<file path="config.mk">
export PLATFORM = sky130hd
export DESIGN_NAME = branch_sequencer
export DESIGN_NICKNAME = d
export VERILOG_FILES = /design/src/rtl/branch_sequencer_pkg.sv /design/src/rtl/branch_sequencer_pc_next.sv /design/src/rtl/branch_sequencer.sv
export SDC_FILE = /design/constraint.sdc
export NUM_CORES = 1
export LEC_CHECK = 0
export CORE_ASPECT_RATIO = 2
export CORE_MARGIN = 3
export CORE_UTILIZATION = 40
export CTS_CLUSTER_SIZE = 10
export DETAILED_ROUTE_END_ITERATION = 6
export PLACE_DENSITY = 0.76
export SETUP_SLACK_MARGIN = 0.15
export SLEW_MARGIN = 20
export SYNTH_ARGS = -nofsm -noshare
export SYNTH_HDL_FRONTEND = slang
export SYNTH_SLANG_ARGS = --single-unit
</file>
<file path="constraint.sdc">
create_clock -name clk -period 3.05 [get_ports clk]
set_clock_uncertainty 0.15 [all_clocks]
set_input_delay 0.61 -clock clk [delete_from_list [all_inputs] [get_ports clk]]
set_output_delay 0.61 -clock clk [all_outputs]
set_load 0.005 [all_outputs]
</file>
<file path="src/rtl/branch_sequencer_pkg.sv">
// branch_sequencer_pkg: shared state encodings and opcode constants for the hiddenCPU sequencer
package branch_sequencer_pkg;
  typedef enum logic [1:0] {FETCH = 2'd0, EXEC = 2'd1, COMMIT = 2'd2} state_t;
  localparam logic [1:0] OP_MOVBR = 2'b00;
  localparam logic [1:0] OP_ALU0 = 2'b01;
  localparam logic [1:0] OP_ALU1 = 2'b10;
  localparam logic [1:0] OP_ALU2 = 2'b11;
endpackage

</file>
<file path="src/rtl/branch_sequencer_pc_next.sv">
// branch_sequencer_pc_next: next-PC select, pc+r3Val on a taken branch else pc+1 (buc > bcf > bbf)
module branch_sequencer_pc_next #(
  parameter int WIDTH = 8
) (
  input  logic [WIDTH-1:0] pc,
  input  logic [WIDTH-1:0] r3Val,
  input  logic             isBranch,
  input  logic             carryFlag,
  input  logic             borrowFlag,
  input  logic             buc,
  input  logic             bcf,
  input  logic             bbf,
  output logic [WIDTH-1:0] pcNext
);
  logic take;
  always_comb begin
    take = isBranch && (buc ? 1'b1 : bcf ? carryFlag : bbf ? borrowFlag : 1'b0);
    pcNext = pc + (take ? r3Val : WIDTH'(1));
  end
endmodule

</file>
<file path="src/rtl/branch_sequencer.sv">
// branch_sequencer: FETCH/EXEC/COMMIT instruction sequencer owning pc, flags and output select
module branch_sequencer
  import branch_sequencer_pkg::*;
#(
  parameter int WIDTH = 8
) (
  input  logic             clk,
  input  logic             rst,
  input  logic             run,
  input  logic [7:0]       instrIn,
  input  logic             instrValid,
  input  logic [WIDTH-1:0] r3Val,
  input  logic             bcf,
  input  logic             bbf,
  input  logic             buc,
  input  logic             toggleOut,
  input  logic             aluCarry,
  input  logic             aluBorrow,
  output logic [WIDTH-1:0] pc,
  output logic             fetchReq,
  output logic [7:0]       instr,
  output logic             movEnable,
  output logic             aluEnable,
  output logic             regWrite,
  output logic             outSel,
  output logic             carryFlag,
  output logic             borrowFlag
);
  state_t state, nextState;
  logic isAlu, isBranch;
  logic [WIDTH-1:0] pcNext;
  assign isAlu = instr[7:6] != OP_MOVBR;
  assign isBranch = !isAlu && instr[3:2] == instr[1:0];
  branch_sequencer_pc_next #(.WIDTH(WIDTH)) pcSel (
    .pc(pc), .r3Val(r3Val), .isBranch(isBranch), .carryFlag(carryFlag),
    .borrowFlag(borrowFlag), .buc(buc), .bcf(bcf), .bbf(bbf), .pcNext(pcNext)
  );
  always_comb begin
    nextState = state == FETCH ? (run && instrValid ? EXEC : FETCH) : state == EXEC ? COMMIT : FETCH;
    fetchReq = state == FETCH;
    movEnable = state == EXEC && !isAlu;
    aluEnable = state == EXEC && isAlu;
    // gated by rst so an aborted COMMIT never strobes the register file
    regWrite = state == COMMIT && !rst && !isBranch;
  end
  always_ff @(posedge clk) begin
    if (rst) begin
      state <= FETCH;
      pc <= '0;
      instr <= '0;
      outSel <= 1'b0;
      carryFlag <= 1'b0;
      borrowFlag <= 1'b0;
    end else begin
      state <= nextState;
      if (state == FETCH && run && instrValid) instr <= instrIn;
      if (state == COMMIT) begin
        pc <= pcNext;
        if (isAlu) {carryFlag, borrowFlag} <= {aluCarry, aluBorrow};
        if (isBranch && toggleOut && !buc && !bcf && !bbf) outSel <= ~outSel;
      end
    end
  end
endmodule

</file>
# Word-level counts from Yosys, hierarchy flattened
# Index checks and enable logic that the tools add are counted.
[op_classes]
add_sub_neg = 1
n_mul = 0
div = 0
magnitude_cmp = 0
n_eq_ne = 3
shift = 0
muxes = 7
n_bitwise = 1
reduce_logical = 23
[ops]
columns = ["operator", "n"]
rows = [
  ["logical AND 1 bit", 13],
  ["adder 8 bit", 1],
  ["2-to-1 mux 8 bit", 1],
  ["logical NOT 1 bit", 6],
  ["2-to-1 mux 1 bit", 4],
  ["2-to-1 mux 2 bit", 2],
  ["AND reduction 2 bit", 2],
  ["equality test 2 x 1 -> 1 bit (second input constant)", 1],
  ["equality test 2 bit", 1],
  ["equality test 2 bit (second input constant)", 1],
  ["logical NOT 2 bit", 1],
  ["nonzero test 2 bit", 1],
  ["NOT 1 bit", 1],
]
[word_totals]
regBits = 21
latchBits = 0
ram_bits = 0
mem_bits_ro = 0
output_inout_bits = 23
mem_count = 0

# Longest topological paths before layout
# Gate-level depths: netlist of run 1.
[depth]
ltp_word = 8
depth_mapped = 13

# By module
# Synthesis of run 1 repeated with hierarchy kept, for this count alone.
[unflattened]
hier_cells = 156
area_unflattened_um2 = 1233.7
[by_module_without_submodules]
columns = ["mod", "n_inst", "cells_each", "area_per_inst_um2"]
rows = [
  ["branch_sequencer", 1, 102, 830.8],
  ["branch_sequencer_pc_next", 1, 54, 402.9],
]

# Worst setup path after synthesis of run 1
# No wires, ideal clock.
[synth_timing]
kind = "input -> register"
start = "input bcf"
end = "register pc[6]"
setup_ns = 0.062
arrival_time_ns = 2.564
t_required_ns = 2.838
path_slack_ns = 0.274
path_stages = 12
n_path_buf = 0
path_cell_list = "a21oi_1 -> o21ai_4 -> nand3b_1 -> ha_1 -> inv_1 -> fa_1 -> and2b_1 -> o21ai_1 -> a21oi_1 -> o21ai_0 -> or4_1 -> nand3_1"
[synth_via]
elab_chain_cells = 5
[synth_lines]
columns = ["item", "line_no", "text"]
rows = [
  ["start, declared", "branch_sequencer.sv:13", "input logic bcf,"],
  ["2-to-1 mux 1 bit (2 in a row)", "branch_sequencer_pc_next.sv:17", "take = isBranch && (buc ? 1'b1 : bcf ? carryFlag : bbf ? borrowFlag : 1'b0);"],
  ["logical AND 1 bit", "branch_sequencer_pc_next.sv:17", ""],
  ["2-to-1 mux 8 bit", "branch_sequencer_pc_next.sv:18", "pcNext = pc + (take ? r3Val : WIDTH'(1));"],
  ["adder 8 bit", "branch_sequencer_pc_next.sv:18", ""],
  ["end signal, assigned", "branch_sequencer.sv:58", "pc <= pcNext;"],
  ["end, declared", "branch_sequencer.sv:19", "output logic [WIDTH-1:0] pc,"],
]
# No other way between the ends.
# A chain may end at the register's enable or synchronous reset.

# Worst setup path in the final report of run 1
# Same ends and word-level chain as after synthesis.

==> summary.md, run 1 <==
| Metric | Value |
|---|---|
| Outcome | `finished, final reports clean` |
| Die area | `0.00371 mm²` |
| Max_cap viols | `0` |
| Hold depth | `2` |
| Crit Path Max Fanout | `3` |
| CTS Buffer Depth | `2` |
| Post-synthesis mux area share | `0%` |
| Seq cells post-synth | `21` |
| Syn Nets | `183` |
| Post-CTS setup buffers | `0` |
| Placed cell area | `0.00176 mm²` |
| DR DRC count | `0` |
| Slew margin rel. | `53.8%` |
| Largest net degree at the start of global routing | `25` |
| 1st-iter DRT viols | `19` |
| Remaining antenna violation count | `0` |
| Final setup TNS | `0 ns` |
| Post-layout nets | `241` |
| Pwr dens | `330 mW/mm²` |
| Inserted Diodes | `0` |
| Gate Count Post-Synth | `149` |
| Reg-to-reg startpoint | `instr[0]` |
| Worst hold start | `instr[4]` |
| Tightest Pin Transition | `0.691 ns` |
| Design area | `0.00183 mm²` |
| Initial antenna violation count | `0` |
| Largest family of logic cells by synthesized area | `simple AND/OR/NAND/NOR gates` |
| Worst EP arrival | `2.84 ns` |
| Fraction of registers with async set/reset | `0%` |
| Hold buffer count at CTS | `0` |
| Maximum clock rate | `0.358 GHz` |
| First-pass GRT wire length | `6000 µm` |
| Hold Crit Class | `reg -> reg` |
| Peak supply drop | `0.250 mV` |
| Main flop type after synthesis | `dfxtp_1` |
| Core area | `0.00280 mm²` |
| Final HPWL DP | `2750 µm` |
| Met2 Usage GRT | `37.9%` |
| Avg Vias per Cell | `5.36` |
| Die span in x | `44.6 µm` |
| Synth Area in Adders | `9.02%` |
| Placer Congestion | `1.00` |
| Worst-Skew Late Latency | `0.25 ns` |
| Critical Path RT | `3.10 ns` |
| TritonRoute pass-1 iters | `4` |
| Post-synth EDFFs | `0` |
| Clock root cell | `clkbuf_8` |
| CP Class | `in -> reg` |
| RSZ-0062 raised after global routing | `false` |
| Sink of the worst hold path | `instr[4]` |
| Drt total wl | `3450 µm` |
| Number of global-route vias before repair | `1367` |
| Synth unique cells | `35` |
| GRT met1 Usage | `20.7%` |
| Leak Pwr | `0.754 nW` |
| Post-Synth Simple-Gate Area | `28.8%` |
| Worst R2R End | `pc[6]` |
| Final period util | `91.6%` |
| Layout area overhead | `53.2%` |
| Post-synthesis area per instance | `8.00 µm²` |
| Synth Area in Compound Gates | `16.6%` |
| Row count | `27` |
| Crit. End Element | `flop` |
| TritonCTS buffer count | `3` |
| Initial Util | `42.5%` |
| Dpl cells | `231` |
| Fraction of layout cells with a size suffix above 1 | `15.5%` |
| Finished Layout Cells | `235` |
| Setup violators final | `0` |
| Pins Over Slew Limit | `0` |
| Die Y | `83.2 µm` |
| CP startpoint kind | `input port` |
| Grt peak-use layer | `met2` |
| Most common cell after layout, fill and taps aside | `clkdlybuf4s50_1` |
| GR Layer Usage met3 | `3.47%` |
| Final Hold Violating Endpoints | `0` |
| Register area share after synthesis | `35.3%` |
| Worst setup path start | `bcf` |
| FF-to-FF setup slack | `0.30 ns` |
| Yosys warns | `0` |
| Commonest non-fill, non-tap cells in the layout | `clkdlybuf4s50_1 (45), nand2_1 (29), dfxtp_1 (21), a21oi_1 (17), buf_4 (11)` |
| Io pins | `49` |
| CTS tree | `built` |
| Mapped Area | `0.00119 mm²` |
| Post-Synth XOR/XNOR Area | `5.04%` |
| Via count | `1260` |
| Clk sinks | `21` |
| Clock-pin slew on the worst setup and hold paths | `0.08 ns` |
| Fin crit period | `2.79 ns` |
| # port buffers | `48` |
| DR WL/cell | `14.7 µm` |
| Final global-route overflow total | `0` |
| GRT Util Overall | `20.9%` |
| Worst Reg-to-Reg Cells | `12` |
| CTS H-tree lvls | `1` |
## critical path, cell delays in order
cell,delay [ns]
dlygate4sd2_1,0.25
a21oi_2,0.16
o21ai_4,0.09
nand3b_1,0.09
ha_2,0.18
inv_1,0.06
fa_2,0.35
and2b_1,0.21
o21ai_1,0.09
a21oi_2,0.16
o21ai_1,0.09
or4_1,0.41
nand3_1,0.09
## cells in the mapped netlist (3+ instances only)
cell type	n	area share, %
and3_2	5	3.1
nand3_1	6	2.5
xnor2_1	3	2.2
clkbuf_1	5	1.6
dfxtp_1	21	35
nand2_1	30	9.4
nor2_1	9	2.8
inv_1	7	2.2
o21ai_0	4	1.7
ha_1	7	7.3
nor4b_1	3	2.2
a21oi_1	19	8.0
## worst max-delay path by stage
stage,endpoint,cells past startpoint
floorplan,pc[6],12
global placement,pc[6],13
detailed placement,pc[6],13
CTS,pc[6],13
global route,pc[6],13
finish,pc[6],13
## logic make-up after synthesis
| family | after synthesis |
|---|---|
| flops | 21 |
| buf+inv | 14 |
| compound gates | 33 |
| simple gates | 67 |
| xor+xnor | 6 |
| fa+ha+maj | 8 |
## what timing repair did
item | 4_1_cts | 5_1_grt
cloned | 0 | 0
setup endpoints to repair | 3 | 1
pin swaps | 4 | 0
resized for setup | 10 | 1
## routing by layer
metal | share of wire [%] | wire length [µm] | vias to the layer above
li1 | - | - | 623
met1 | 36 | 1250 | 575
met2 | 54 | 1880 | 49
met3 | 5.1 | 176 | 13
met4 | 4.2 | 143 | 0
met5 | 0 | 0 | -
## cell type report
| class | count | area, µm² |
|---|---|---|
| Sequential cell | 21 | 420 |
| Fill cell | 243 | 977 |
| Clock buffer | 4 | 45.0 |
| Inverter | 7 | 26.3 |
| Timing Repair Buffer | 60 | 571 |
| Tap cell | 29 | 36.3 |
| Multi-Input combinational cell | 114 | 728 |
## per-stage QoR
stage / worst slack, ns / hold slack (ns) / power (mW) / util, %
2_1_floorplan: 0.274 / 0.303 / 0.358 / -
3_3_place_gp: -0.215 / 0.298 / 0.425 / 62.8
3_5_place_dp: -0.298 / 0.301 / 0.428 / 62.8
4_1_cts: 0.273 / 0.315 / 0.608 / 65.0
5_1_grt: 0.152 / 0.345 / 0.633 / 65.1
6_report: 0.257 / 0.312 / 0.603 / 65.1
## where the power goes
group	switching [mW]	internal [mW]	leakage (nW)	total, mW
clock	0.0862	0.0928	0.0228	0.179
sequential	0.00743	0.282	0.170	0.289
combinational	0.0580	0.0764	0.561	0.134
total	0.152	0.451	0.754	0.603
## state kept, by name, indices dropped and copies added (netlist names)
signal      flops
carryFlag       1
state           2
instr           8
borrowFlag      1
pc              8
outSel          1
No activity file was read; power rests on OpenSTA's default activity.
==> inputs of run 2 (changes only) <==
--- a/config.mk
+++ b/config.mk
@@ -15,4 +15,5 @@
 export SLEW_MARGIN = 20
 export SYNTH_ARGS = -nofsm -noshare
 export SYNTH_HDL_FRONTEND = slang
+export SYNTH_HIERARCHICAL = 1
 export SYNTH_SLANG_ARGS = --single-unit
==> run 2 against run 1 <==
Utilization is 3.5 points higher; area after synthesis increased by 3.5%; routed wire length grew 3.7%; via count up 4.4%; sequential cell count did not move; cell area grew 6.6%; final cell count up 4.3%; count of clock-buffer cells in the layout did not move; hold slack gained 0.0044 ns; highest routed layer unchanged.
==> summary.md, run 2 <==
| Metric | Value |
|---|---|
| Biggest regs | `instr (8), pc (8), state (2)` |
| Initial Util | `43.5% (+0.95 points)` |
| Post-synthesis area per instance | `7.91 µm² (-1.2%)` |
| DR DRC count | `0 (unchanged)` |
| Outcome | `finished, final reports clean` |
| TritonRoute pass-1 iters | `4 (unchanged)` |
| Placed cell area | `0.00181 mm² (+2.8%)` |
| CTS Buffer Depth | `2 (unchanged)` |
| Synth area leaders | `dfxtp_1 (34%), nand2_1 (11%), a21oi_1 (8.1%)` |
| Final Hold Violating Endpoints | `0 (unchanged)` |
| Avg Vias per Cell | `5.37 (+0.11%)` |
| Placer Congestion | `0.837 (-16%)` |
| Clock-pin slew on the worst setup and hold paths | `0.08 ns (about the same)` |
| Crit. End Element | `flop` |
| Layout area overhead | `57.8%` |
| Post-synth EDFFs | `0 (unchanged)` |
| Initial antenna violation count | `0 (unchanged)` |
| Number of global-route vias before repair | `1405 (+2.8%)` |
| Critical Path RT | `3.11 ns (about the same)` |
| Fin crit period | `2.79 ns (-0.00752 ns)` |
| Commonest non-fill, non-tap cells in the layout | `clkdlybuf4s50_1 (45), nand2_1 (34), dfxtp_1 (21), a21oi_1 (17), buf_4 (14)` |
| Drt total wl | `3570 µm (+3.7%)` |
| Row count | `27 (unchanged)` |
| # port buffers | `48 (unchanged)` |
| Final global-route overflow total | `0 (unchanged)` |
| Core area | `0.00284 mm² (+1.2%)` |
| Seq cells post-synth | `21 (unchanged)` |
| CP startpoint kind | `input port` |
| Clk sinks | `21 (unchanged)` |
| Fraction of registers with async set/reset | `0% (unchanged)` |
| Leak Pwr | `0.763 nW (+1.2%)` |
| Die area | `0.00383 mm² (+3.1%)` |
| Gate Count Post-Synth | `156 (+4.7%)` |
| CTS tree | `built` |
| CP Class | `in -> reg` |
| Hold Crit Class | `reg -> reg` |
| 1st-iter DRT viols | `25 (+6)` |
| Via count | `1315 (+4.4%)` |
| Top post-synthesis cells by count | `nand2_1 (35), dfxtp_1 (21), a21oi_1 (20), nor2_1 (10)` |
| Post-layout nets | `251 (+4.1%)` |
| Tightest Pin Transition | `0.743 ns (+0.0522 ns)` |
| Slew margin rel. | `50.4% (-3.5 points)` |
| Register area share after synthesis | `34.1% (-1.2 points)` |
| Maximum clock rate | `0.359 GHz (+0.27%)` |
| Max_cap viols | `0 (unchanged)` |
| Syn Nets | `190 (+3.8%)` |
| RSZ-0062 raised after global routing | `true` |
| Remaining antenna violation count | `0 (unchanged)` |
| Worst-Skew Late Latency | `0.26 ns (about the same)` |
| Clock root cell | `clkbuf_8` |
| Hold buffer count at CTS | `0 (unchanged)` |
| Crit Path Max Fanout | `5 (+2)` |
| Pwr dens | `323 mW/mm² (-1.9%)` |
| CTS H-tree lvls | `1 (unchanged)` |
| Die span in x | `45.3 µm (+1.5%)` |
| Peak supply drop | `0.368 mV (+47%)` |
| Most common cell after layout, fill and taps aside | `clkdlybuf4s50_1` |
| Io pins | `49 (unchanged)` |
| Inserted Diodes | `0 (unchanged)` |
| Dpl ws | `-0.330 ns (-0.0323 ns)` |
| Setup violators final | `0 (unchanged)` |
| Most frequent cell after synthesis | `nand2_1` |
| Top-area cell type share of the netlist area | `34.1% (-1.2 points)` |
| TritonCTS buffer count | `3 (unchanged)` |
| GRT Util Overall | `20.2% (-0.70 points)` |
| DR WL/cell | `14.6 µm (-0.49%)` |
| Pins Over Slew Limit | `0 (unchanged)` |
| Post-synth top area cell | `dfxtp_1` |
| Largest net degree at the start of global routing | `23 (-8.0%)` |
| Pwr Total | `630 µW (+4.5%)` |
| Mapped Area | `0.00123 mm² (+3.5%)` |
| Synth unique cells | `36 (+2.9%)` |
| Slack of the critical path | `0.265 ns (+0.00752 ns)` |
| Die Y | `84.5 µm (+1.6%)` |
| Yosys warns | `6 (+6)` |
| Worst EP arrival | `2.84 ns (about the same)` |
| Fraction of layout cells with a size suffix above 1 | `16.7% (+1.1 points)` |
| First-pass GRT wire length | `5990 µm (-0.23%)` |
| Final period util | `91.3% (-0.25 points)` |
| Main flop type after synthesis | `dfxtp_1` |
| Final HPWL DP | `2710 µm (-1.4%)` |
| Design area | `0.00195 mm² (+6.6%)` |
## run 2: cells by family after synthesis
family	share of synthesized area (%)
flip-flops	34.1
buffers and inverters	3.96
AND/OR/NAND/NOR	30.5
adder cells (fa/ha/maj)	8.72
AO/OA/AOI/OAI	16.8
multiplexers	0.913
XOR/XNOR	4.97
## run 2: stage by stage
step	TNS (ns)	hold WS, ns	instances	util [%]
floorplan	0	0.303	156	-
global placement	-0.609	0.297	238	63.8
detailed placement	-0.745	0.299	238	63.8
CTS	0	0.313	243	65.8
global route	0	0.348	245	68.6
finish	0	0.316	245	68.6
## run 2: layer usage
| layer | global-route usage [%] | wire, µm | up-vias | share of wire (%) |
|---|---|---|---|---|
| met1 | 20.8 | 1330 | 604 | 37 |
| li1 | - | - | 651 | - |
| met4 | 7.47 | 55 | 0 | 1.5 |
| met5 | 0 | 0 | - | 0 |
| met2 | 37.2 | 1960 | 53 | 55 |
| met3 | 4.08 | 229 | 7 | 6.4 |
## run 2: cell type report
cell class / instances / area, µm²
fill: 254 / 891
multi-input combinational: 122 / 832
timing repair buffer: 62 / 587
sequential: 21 / 420
clock buffer: 4 / 45.0
tap: 29 / 36.3
inverter: 7 / 26.3
## run 2: power by group
part / internal, mW / leakage, nW / switching [mW]
logic: 0.0894 / 0.570 / 0.0643
clock network: 0.0933 / 0.0228 / 0.0934
registers: 0.281 / 0.170 / 0.00793
## run 2: repair_timing
item	CTS	global route
setup endpoints to repair	3	3
buffers inserted	1	2
pin swaps	1	9
cloned	0	0
resized for setup	5	12
## run 2: worst paths after layout
check | start | endpoint | slack, ns | cells past startpoint
setup / recovery | buc | pc[7] | 0.26 | 14
hold / removal | instr[4] | instr[4] | 0.32 | 2
setup reg to reg | instr[0] | pc[7] | 0.30 | 12
hold reg to reg | instr[4] | instr[4] | 0.32 | 2
## run 2: worst max-delay path: stages
cell,delay [ns]
dlygate4sd2_1,0.26
a21oi_2,0.14
nand2_2,0.09
buf_4,0.13
buf_4,0.13
and3_4,0.18
ha_4,0.21
buf_4,0.13
nand3_1,0.11
o211ai_2,0.13
o41ai_2,0.34
xnor2_1,0.16
nand2_1,0.08
a21oi_2,0.15
